<file path="src/rtl/imm_pkg.sv">
// Shared encodings for the immediate-extension pipe: ImmSrc modes, skid-buffer
// occupancy states and the payload width helper.
package imm_pkg;

    typedef enum logic [1:0] {
        IMM_DP8   = 2'b00,
        IMM_MEM12 = 2'b01,
        IMM_BR24  = 2'b10,
        IMM_RSVD  = 2'b11
    } imm_src_e;

    typedef enum logic [1:0] {
        OCC_EMPTY,
        OCC_ONE,
        OCC_TWO
    } occ_e;

    // Payload is {ExtImm, ExtCarry, ext_err}.
    function automatic int unsigned payload_width(input int unsigned width);
        return width + 2;
    endfunction

endpackage

</file>
<file path="src/rtl/imm_extend_pipe_skid_buffer.sv">
// Two-entry FIFO skid buffer (output slot O plus skid slot S) with a
// registered in_ready that has no combinational path from out_ready.
module skid_buffer
    import imm_pkg::*;
#(
    parameter int unsigned W = 34
) (
    input  logic         clk,
    input  logic         reset,
    input  logic         in_valid,
    output logic         in_ready,
    input  logic [W-1:0] in_data,
    output logic         out_valid,
    input  logic         out_ready,
    output logic [W-1:0] out_data
);

    occ_e         state, state_next;
    logic         rdy_q;
    logic [W-1:0] o_q, s_q;
    logic         accept, drain;
    logic         load_o, load_o_from_s, load_s;

    assign in_ready  = rdy_q;
    assign out_valid = (state != OCC_EMPTY);
    assign out_data  = o_q;
    assign accept    = in_valid && rdy_q;
    assign drain     = (state != OCC_EMPTY) && out_ready;

    always_comb begin
        state_next    = state;
        load_o        = 1'b0;
        load_o_from_s = 1'b0;
        load_s        = 1'b0;
        case (state)
            OCC_EMPTY: begin
                if (accept) begin
                    state_next = OCC_ONE;
                    load_o     = 1'b1;
                end
            end
            OCC_ONE: begin
                if (accept && drain) begin
                    load_o = 1'b1;
                end else if (accept) begin
                    state_next = OCC_TWO;
                    load_s     = 1'b1;
                end else if (drain) begin
                    state_next = OCC_EMPTY;
                end
            end
            OCC_TWO: begin
                // in_ready is low here, so only a drain can happen.
                if (drain) begin
                    state_next    = OCC_ONE;
                    load_o_from_s = 1'b1;
                end
            end
            default: state_next = OCC_EMPTY;
        endcase
    end

    always_ff @(posedge clk) begin
        if (reset) begin
            state <= OCC_EMPTY;
            rdy_q <= 1'b0;
            o_q   <= '0;
            s_q   <= '0;
        end else begin
            state <= state_next;
            rdy_q <= (state_next != OCC_TWO);
            if (load_o) begin
                o_q <= in_data;
            end else if (load_o_from_s) begin
                o_q <= s_q;
            end
            if (load_s) begin
                s_q <= in_data;
            end
        end
    end

endmodule

</file>
<file path="src/rtl/imm_extend_pipe.sv">
// Decode-stage immediate extension (DP rotated imm8, imm12, branch imm24)
// behind a skid buffer. Define IMM_ROTATE_EN to enable the mode-00 rotator.
module imm_extend_pipe
    import imm_pkg::*;
#(
    parameter int unsigned WIDTH = 32
) (
    input  logic             clk,
    input  logic             reset,
    input  logic             in_valid,
    output logic             in_ready,
    input  logic [1:0]       ImmSrc,
    input  logic [23:0]      Extend_in,
    input  logic             carry_in,
    output logic             out_valid,
    input  logic             out_ready,
    output logic [WIDTH-1:0] ExtImm,
    output logic             ExtCarry,
    output logic             ext_err
);

    localparam int unsigned PW = payload_width(WIDTH);

    logic [WIDTH-1:0] ext_imm;
    logic             ext_carry;
    logic             ext_e;
    logic [PW-1:0]    pay_in, pay_out;

`ifdef IMM_ROTATE_EN
    logic [4:0]  rot_sh;
    logic [63:0] rot_dbl;
    logic [31:0] r32;

    // Right-rotate by shifting a doubled copy; the low word is the rotation.
    assign rot_sh  = {Extend_in[11:8], 1'b0};
    assign rot_dbl = {24'b0, Extend_in[7:0], 24'b0, Extend_in[7:0]} >> rot_sh;
    assign r32     = rot_dbl[31:0];
`endif

    always_comb begin
        ext_imm   = '0;
        ext_carry = carry_in;
        ext_e     = 1'b0;
        case (imm_src_e'(ImmSrc))
            IMM_DP8: begin
`ifdef IMM_ROTATE_EN
                ext_imm[31:0] = r32;
                if (Extend_in[11:8] != 4'd0) begin
                    ext_carry = r32[31];
                end
`else
                ext_imm[7:0] = Extend_in[7:0];
`endif
            end
            IMM_MEM12: ext_imm = WIDTH'(Extend_in[11:0]);
            IMM_BR24:  ext_imm = WIDTH'($signed({Extend_in, 2'b00}));
            IMM_RSVD:  ext_e   = 1'b1;
            default:   ext_e   = 1'b1;
        endcase
    end

    assign pay_in = {ext_imm, ext_carry, ext_e};

    skid_buffer #(
        .W(PW)
    ) u_skid (
        .clk      (clk),
        .reset    (reset),
        .in_valid (in_valid),
        .in_ready (in_ready),
        .in_data  (pay_in),
        .out_valid(out_valid),
        .out_ready(out_ready),
        .out_data (pay_out)
    );

    assign ExtImm   = pay_out[PW-1:2];
    assign ExtCarry = pay_out[1];
    assign ext_err  = pay_out[0];

endmodule

</file>
<file path="config.mk">
export PLATFORM = sky130hd
export DESIGN_NAME = imm_extend_pipe
export DESIGN_NICKNAME = d
export VERILOG_FILES = /design/src/rtl/imm_pkg.sv /design/src/rtl/imm_extend_pipe_skid_buffer.sv /design/src/rtl/imm_extend_pipe.sv
export SDC_FILE = /design/constraint.sdc
export NUM_CORES = 1
export LEC_CHECK = 0
export ABC_AREA = 1
export BUFFER_PORTS_ARGS = -buffer_cell sky130_fd_sc_hd__buf_2
export CAP_MARGIN = 0
export CORE_MARGIN = 2
export CORE_UTILIZATION = 35
export CTS_BUF_LIST = sky130_fd_sc_hd__clkbuf_8
export CTS_CLUSTER_SIZE = 28
export DETAILED_ROUTE_END_ITERATION = 12
export GPL_ROUTABILITY_DRIVEN = 0
export PLACE_DENSITY = 0.6
export SKIP_CTS_REPAIR_TIMING = 1
export SLEW_MARGIN = 0
export SYNTH_ARGS = -nofsm -noshare
export SYNTH_HDL_FRONTEND = slang
export SYNTH_SLANG_ARGS = --single-unit
</file>
<file path="constraint.sdc">
create_clock -name clk -period 1.65 [get_ports clk]
set_input_delay 0.165 -clock clk [delete_from_list [all_inputs] [get_ports clk]]
set_output_delay 0.165 -clock clk [all_outputs]
set_load 0.05 [all_outputs]
</file>
==> flow_summary.yaml, run 1 <==
clock_network:
  cts_sinks: 59
  clk_latency_ps: 340
  cts_inserted_buffers: 9
  cts.clk_slew.worst_paths_ps: 70
  cts_tree: "done"
  cts_buffer_depth: 2
  cts-root-buf: "clkbuf_8"
  htreeDepth: 3
cells_and_area:
  drive_gt1_share_pct: 20.6
  fillers: 844
  utilization_pct: 44.1
  final_area_um2: 3580
  diodes: 0
  register_area_um2: 1180
  multiInputGateArea_um2: 1280
  nets: 545
  area_growth_pct: 23.2
pwr:
  swShare_pct: 26.7
  p_seq_share_pct: 43.1
  clkPwrFrac_pct: 43.6
  power_density_nw_per_um2: 963
  p_sw_uw: 923
  peakVddDrop_mv: 0.386
  p_leak_uw: 0.00196
  p_int_uw: 2530
  power.total_uw: 3450
  comb_power_share_pct: 13.3
worst_setup_path:
  end_kind: "output port"
  worst-r2r-setup-slack_ps: 200
  crit_chain: "buf_4 > nor2_1 > inv_1 > buf_2"
  critPathLaunchType: "flip-flop"
  path_buf_inv: 3
  cp_top_family: "buffers and inverters"
  max_stage_delay_ps: 440
  critPathMaxFanout: 10
  required_ps: 1480
  cp_slowest_cell: "dfxtp_2"
  critPathArrivalTime_ps: 1340
  critPathKind: "reg -> out"
timing:
  layout_min_cycle_time_ps: 1510
  fmax_ghz: 0.663
  hold_viol: 0
  setup_viol: 0
  rsz0062_at_grt: "false"
  worstMarginPinSlew_ps: 342
  final.setup_skew_ps: 9.89
  holdWs_ps: 112
  slew_viol_final: 0
  tns_ps: 0
  slew_headroom_pct: 77.2
  timing.final.crit_share_pct: 91.5
yosys:
  synthAdderAreaFrac_pct: 1.72
  yosysWarnings: 0
  ys_ff_latch: 59
  synth_area_um2: 2910
  seq_area_frac_synth_pct: 40.6
  syn-instance-count: 448
  synth_compound_gate_area_share_pct: 10.5
  synth_top_family_by_area: "simple AND/OR/NAND/NOR gates"
  yosys_most_used_dff: "dfxtp_1"
  synth_most_common_cell: "nand2_1"
  postSynthAreaPerCell_um2: 6.49
  synth_edf_count: 0
  synth_area_leaders: "dfxtp_1, nand2_1, nand3_1"
  synth_top_area_share_pct: 40.6
  async_flop_share_pct: 0
  synth_common_cells: "nand2_1, inv_1, nand3_1"
  yosys.area_share.simple_pct: 31.4
  synth_xor_area_share_pct: 0
  synth.area.mux_share_pct: 0
  synth_nets: 483
  yosysUniqueCellTypes: 19
  yosysTopAreaCell: "dfxtp_1"
status:
  outcome: "finished clean"
floorplan:
  fp.dieH_um: 95.2
  row_count: 33
  start_util_pct: 35.8
  die_width_um: 95.2
  dieArea_um2: 9060
  num_io_pins: 67
  core_area_um2: 8130
grt:
  grt_first_pass_wirelength_um: 12100
  grt_max_degree: 30
  grt_pass1_vias: 2551
  track_usage_pct: 17.1
  grt-ovfl-total: 0
  grt_antenna_before_repair: 0
detailed_routing:
  vias_per_cell: 4.68
  num_vias: 2901
  wl_per_cell_um: 11.8
  drt_first_pass_iters: 4
  post-route-drc-count: 0
  drtIter0Drc: 131
  wirelength_um: 7340
  drtAntennaViolNets: 0
place:
  dp.final_hpwl_um: 5160
  dpl_cell_area_um2: 3360
  port_buffers: 66
flow_run:
  cap_violations: 0
hold_path:
  hold_class: "in -> reg"
==> per-stage QoR <==
stage,std cells,setup slack (ps)
finish,620,141
floorplan,448,76.1
CTS,620,-3.63
global placement,604,260
global route,620,65.4
detailed placement,604,178
==> cells in the final DEF, fill, tap and decap left out, drive strengths merged <==
cell,count
nand2,130
buf,82
inv,81
nand3,64
dfxtp,59
a21oi,33
o21ai,26
clkbuf,11
nor2,11
nand4,6
ha,4
clkinv,3
bufinv,2
nor3,1
a31oi,1
nor3b,1
==> worst reg2reg max path: cells and delay by family (launching register included) <==
| family | cells | cell delay (ps) |
|---|---|---|
| flops | 1 | 380 |
| simple gates | 4 | 390 |
| compound gates | 1 | 340 |
| buf+inv | 2 | 250 |
==> flip-flops by register name, summed over array words and instances (netlist names) <==
| name | count |
|---|---|
| u_skid.state | 2 |
| u_skid.out_data | 28 |
| u_skid.s_q | 28 |
| u_skid.in_ready | 1 |
==> cell type report <==
class	count	share of cell area, %
timing repair buffer	82	12.9
multi-input combinational	277	35.6
sequential	59	33.0
clock buffer	11	4.22
tap	105	3.66
clock inverter	5	2.09
inverter	81	8.48
==> logic make-up after synthesis <==
| group | after synthesis |
|---|---|
| adder cells (fa/ha/maj) | 4 |
| AND/OR/NAND/NOR | 213 |
| AO/OA/AOI/OAI | 60 |
| flip-flops | 59 |
| buffers and inverters | 112 |
==> power by group through the flow <==
stage	clock network [uW]	logic, uW	registers [uW]
final	1500	459	1490
after global placement	0	455	1520
after global routing	1590	509	1490
after floorplan	0	244	1580
after CTS	1530	459	1490
after detailed placement	0	458	1520
==> metal layers <==
layer | vias up | track usage, % | routed length, um
met5 | - | 0 | 0
met4 | 0 | 6.88 | 119
met3 | 10 | 3.72 | 490
met2 | 89 | 25.6 | 3150
met1 | 1296 | 23.9 | 3580
li1 | 1506 | - | -
==> worst paths after layout <==
path	startpoint	end	cells after the start
worst max-delay path	u_skid.state[0]	out_valid	4
worst min-delay path	reset	u_skid.s_q[21]	2
worst max register to register	u_skid.state[1]	u_skid.out_data[6]	7
worst min register to register	u_skid.s_q[23]	u_skid.s_q[23]	2
(Power assumes the default switching activity.)
==> run 2, diff against run 1 <==
--- a/config.mk
+++ b/config.mk
@@ -5,7 +5,6 @@
 export SDC_FILE = /design/constraint.sdc
 export NUM_CORES = 1
 export LEC_CHECK = 0
-export ABC_AREA = 1
 export BUFFER_PORTS_ARGS = -buffer_cell sky130_fd_sc_hd__buf_2
 export CAP_MARGIN = 0
 export CORE_MARGIN = 2
==> run 2 against run 1 <==
Effect of this change:
- sequential share of layout area rose by 1.4 points
- worst setup slack got worse by 46 ps
- sequential power barely moved
- non-clock buffer count did not move
- cell area fell by 4.1%
- clock-buffer cell count fell by 1
- largest cell class unchanged
==> flow_summary.yaml, run 2 <==
status:
  outcome: "finished clean"
grt:
  grt_pass1_vias: 2280
  grt-ovfl-total: 0
  grt_antenna_before_repair: 0
  grt_first_pass_wirelength_um: 10600
  grt_max_degree: 35
  track_usage_pct: 15.4
worst_setup_path:
  r2r_cells: 5
  cp_slowest_cell: "or3_2"
  required_ps: 1870
  critPathLaunchType: "flip-flop"
  path_buf_inv: 1
  max_stage_delay_ps: 480
  critPathMaxFanout: 24
  cp_top_family: "simple AND/OR/NAND/NOR gates"
  critPathLaunch: "u_skid.state[0]"
  critPathKind: "reg -> reg"
  critPathArrivalTime_ps: 1770
  crit_chain: "nor2b_1 > or3_2 > buf_4 > a21oi_1 > a211oi_2"
  rr_endpoint: "u_skid.out_data[17]"
  worst-r2r-setup-slack_ps: 90
  timing.rr.start: "u_skid.state[0]"
  end_kind: "flip-flop"
detailed_routing:
  drt_first_pass_iters: 4
  num_vias: 2377
  wirelength_um: 6470
  post-route-drc-count: 0
  drtAntennaViolNets: 0
  drtIter0Drc: 85
  wl_per_cell_um: 13.5
  vias_per_cell: 4.95
floorplan:
  core_area_um2: 7810
  die_width_um: 94.4
  dieArea_um2: 8910
  start_util_pct: 36.6
  fp.dieH_um: 94.4
  row_count: 32
  num_io_pins: 67
cells_and_area:
  area_growth_pct: 20.2
  drive_gt1_share_pct: 34.1
  final_cell_mix: "buf_2, dfxtp_1, nand2_1, a21oi_1, mux2i_1"
  nets: 408
  multiInputGateArea_um2: 1450
  final_cell_count_no_fill: 480
  register_area_um2: 1180
  diodes: 0
  fillers: 804
  final_common_cell: "buf_2"
timing:
  slew_viol_final: 0
  rsz0062_at_grt: "false"
  timing.final.crit_share_pct: 94.2
  setup_viol: 0
  tns_ps: 0
  fmax_ghz: 0.643
  final.setup_skew_ps: 7.20
  slew_headroom_pct: 75.8
  holdWs_ps: 74.6
  hold_viol: 0
  worstMarginPinSlew_ps: 363
  layout_min_cycle_time_ps: 1560
flow_run:
  cap_violations: 0
yosys:
  synth_most_common_cell: "dfxtp_1"
  ys_ff_latch: 59
  postSynthAreaPerCell_um2: 9.11
  syn-instance-count: 314
  synth_top_area_share_pct: 41.3
  synth_nets: 349
  synth_area_leaders: "dfxtp_1, a211oi_2, mux2i_1"
  synth_area_um2: 2860
  seq_area_frac_synth_pct: 41.3
  yosysUniqueCellTypes: 25
  synth_common_cells: "dfxtp_1, nand2_1, a21oi_1"
  synth_edf_count: 0
  yosysWarnings: 0
  yosys_most_used_dff: "dfxtp_1"
  yosysTopAreaCell: "dfxtp_1"
  async_flop_share_pct: 0
pwr:
  peakVddDrop_mv: 0.363
  p_seq_share_pct: 43.9
  swShare_pct: 30.4
  p_sw_uw: 1050
  p_int_uw: 2400
  p_leak_uw: 0.00153
  power_density_nw_per_um2: 1000
  power.total_uw: 3440
  comb_power_share_pct: 18.4
  clkPwrFrac_pct: 37.7
place:
  dp.final_hpwl_um: 4520
  dp_cells: 464
  port_buffers: 66
hold_path:
  hold_path.startpoint: "Extend_in[20]"
  hold_depth: 3
  hold_class: "in -> reg"
  hold_path_end: "u_skid.s_q[24]"
clock_network:
  cts_inserted_buffers: 9
  clk_latency_ps: 340
  cts-root-buf: "clkbuf_8"
  cts.clk_slew.worst_paths_ps: 70
  cts_buffer_depth: 2
  cts_sinks: 59
  htreeDepth: 3
  cts_tree: "done"
## run 2: cell types whose count changed in the layout (fill, tap and decap cells not counted), moves of 2 or more
cell,delta
a22oi_1,+4
inv_1,-77
a21oi_1,+16
nor2b_1,+6
nand4_1,-6
a211oi_2,+28
nor2_1,+7
nand2_1,-79
mux2i_1,+29
nand3_1,-49
nand2b_1,+2
o21ai_0,-19
## run 2: cells by family after synthesis
kind of cell	share of synthesized area, %
AOI/OAI and AO/OA	23.5
adders and majority gates	1.75
buffers and inverters	8.01
DFF	41.3
muxes	10.1
and+or+nand+nor	15.3
## run 2: layer usage
layer / vias to the layer above / track usage (%) / wire, um
li1: 1212 / - / -
met1: 1108 / 18.1 / 2830
met2: 44 / 26.1 / 3220
met3: 13 / 4.15 / 288
met4: 0 / 7.37 / 140
met5: - / 0 / 0
## run 2: worst reg2reg max path: cells and delay by family (launching register included)
kind            cells  cell delay, ps
compound gates      2             260
buf+inv             1             250
flops               1             310
simple gates        2             610
## run 2: per-stage QoR
stage / area (um2) / utilization, % / worst slack [ps]
finish: 3440 / 44.0 / 94.9
global route: 3440 / 44.0 / 17.4
CTS: 3440 / 44.0 / 77.6
detailed placement: 3240 / 41.6 / 90.7
global placement: 3240 / 41.6 / 144
floorplan: 2860 / - / 23.7
## run 2: final cells by class
cell class              count  share of cell area (%)
clock buffers              10                    4.00
clock inverters             6                    1.64
inverters                   2                   0.218
multi-input cells         219                    42.2
flip-flops and latches     59                    34.4
well taps                 102                    3.71
repair buffers             82                    13.8
## run 2: worst max path at each step
stage / endpoint / slack (ps) / cells after the start
after global placement: u_skid.out_data[32] / 140 / 5
after global routing: u_skid.out_data[17] / 20 / 5
after CTS: u_skid.out_data[17] / 80 / 5
final: u_skid.out_data[17] / 90 / 5
after detailed placement: u_skid.out_data[17] / 90 / 5
after floorplan: u_skid.out_data[7] / 20 / 6
## run 2: power by group through the flow
stage               Combinational [uW]  Clock [uW]  Sequential (uW)
detailed placement                 638           0             1540
floorplan                          316           0             1710
global placement                   632           0             1540
global route                       678        1410             1520
finish                             634        1300             1510
CTS                                640        1320             1510
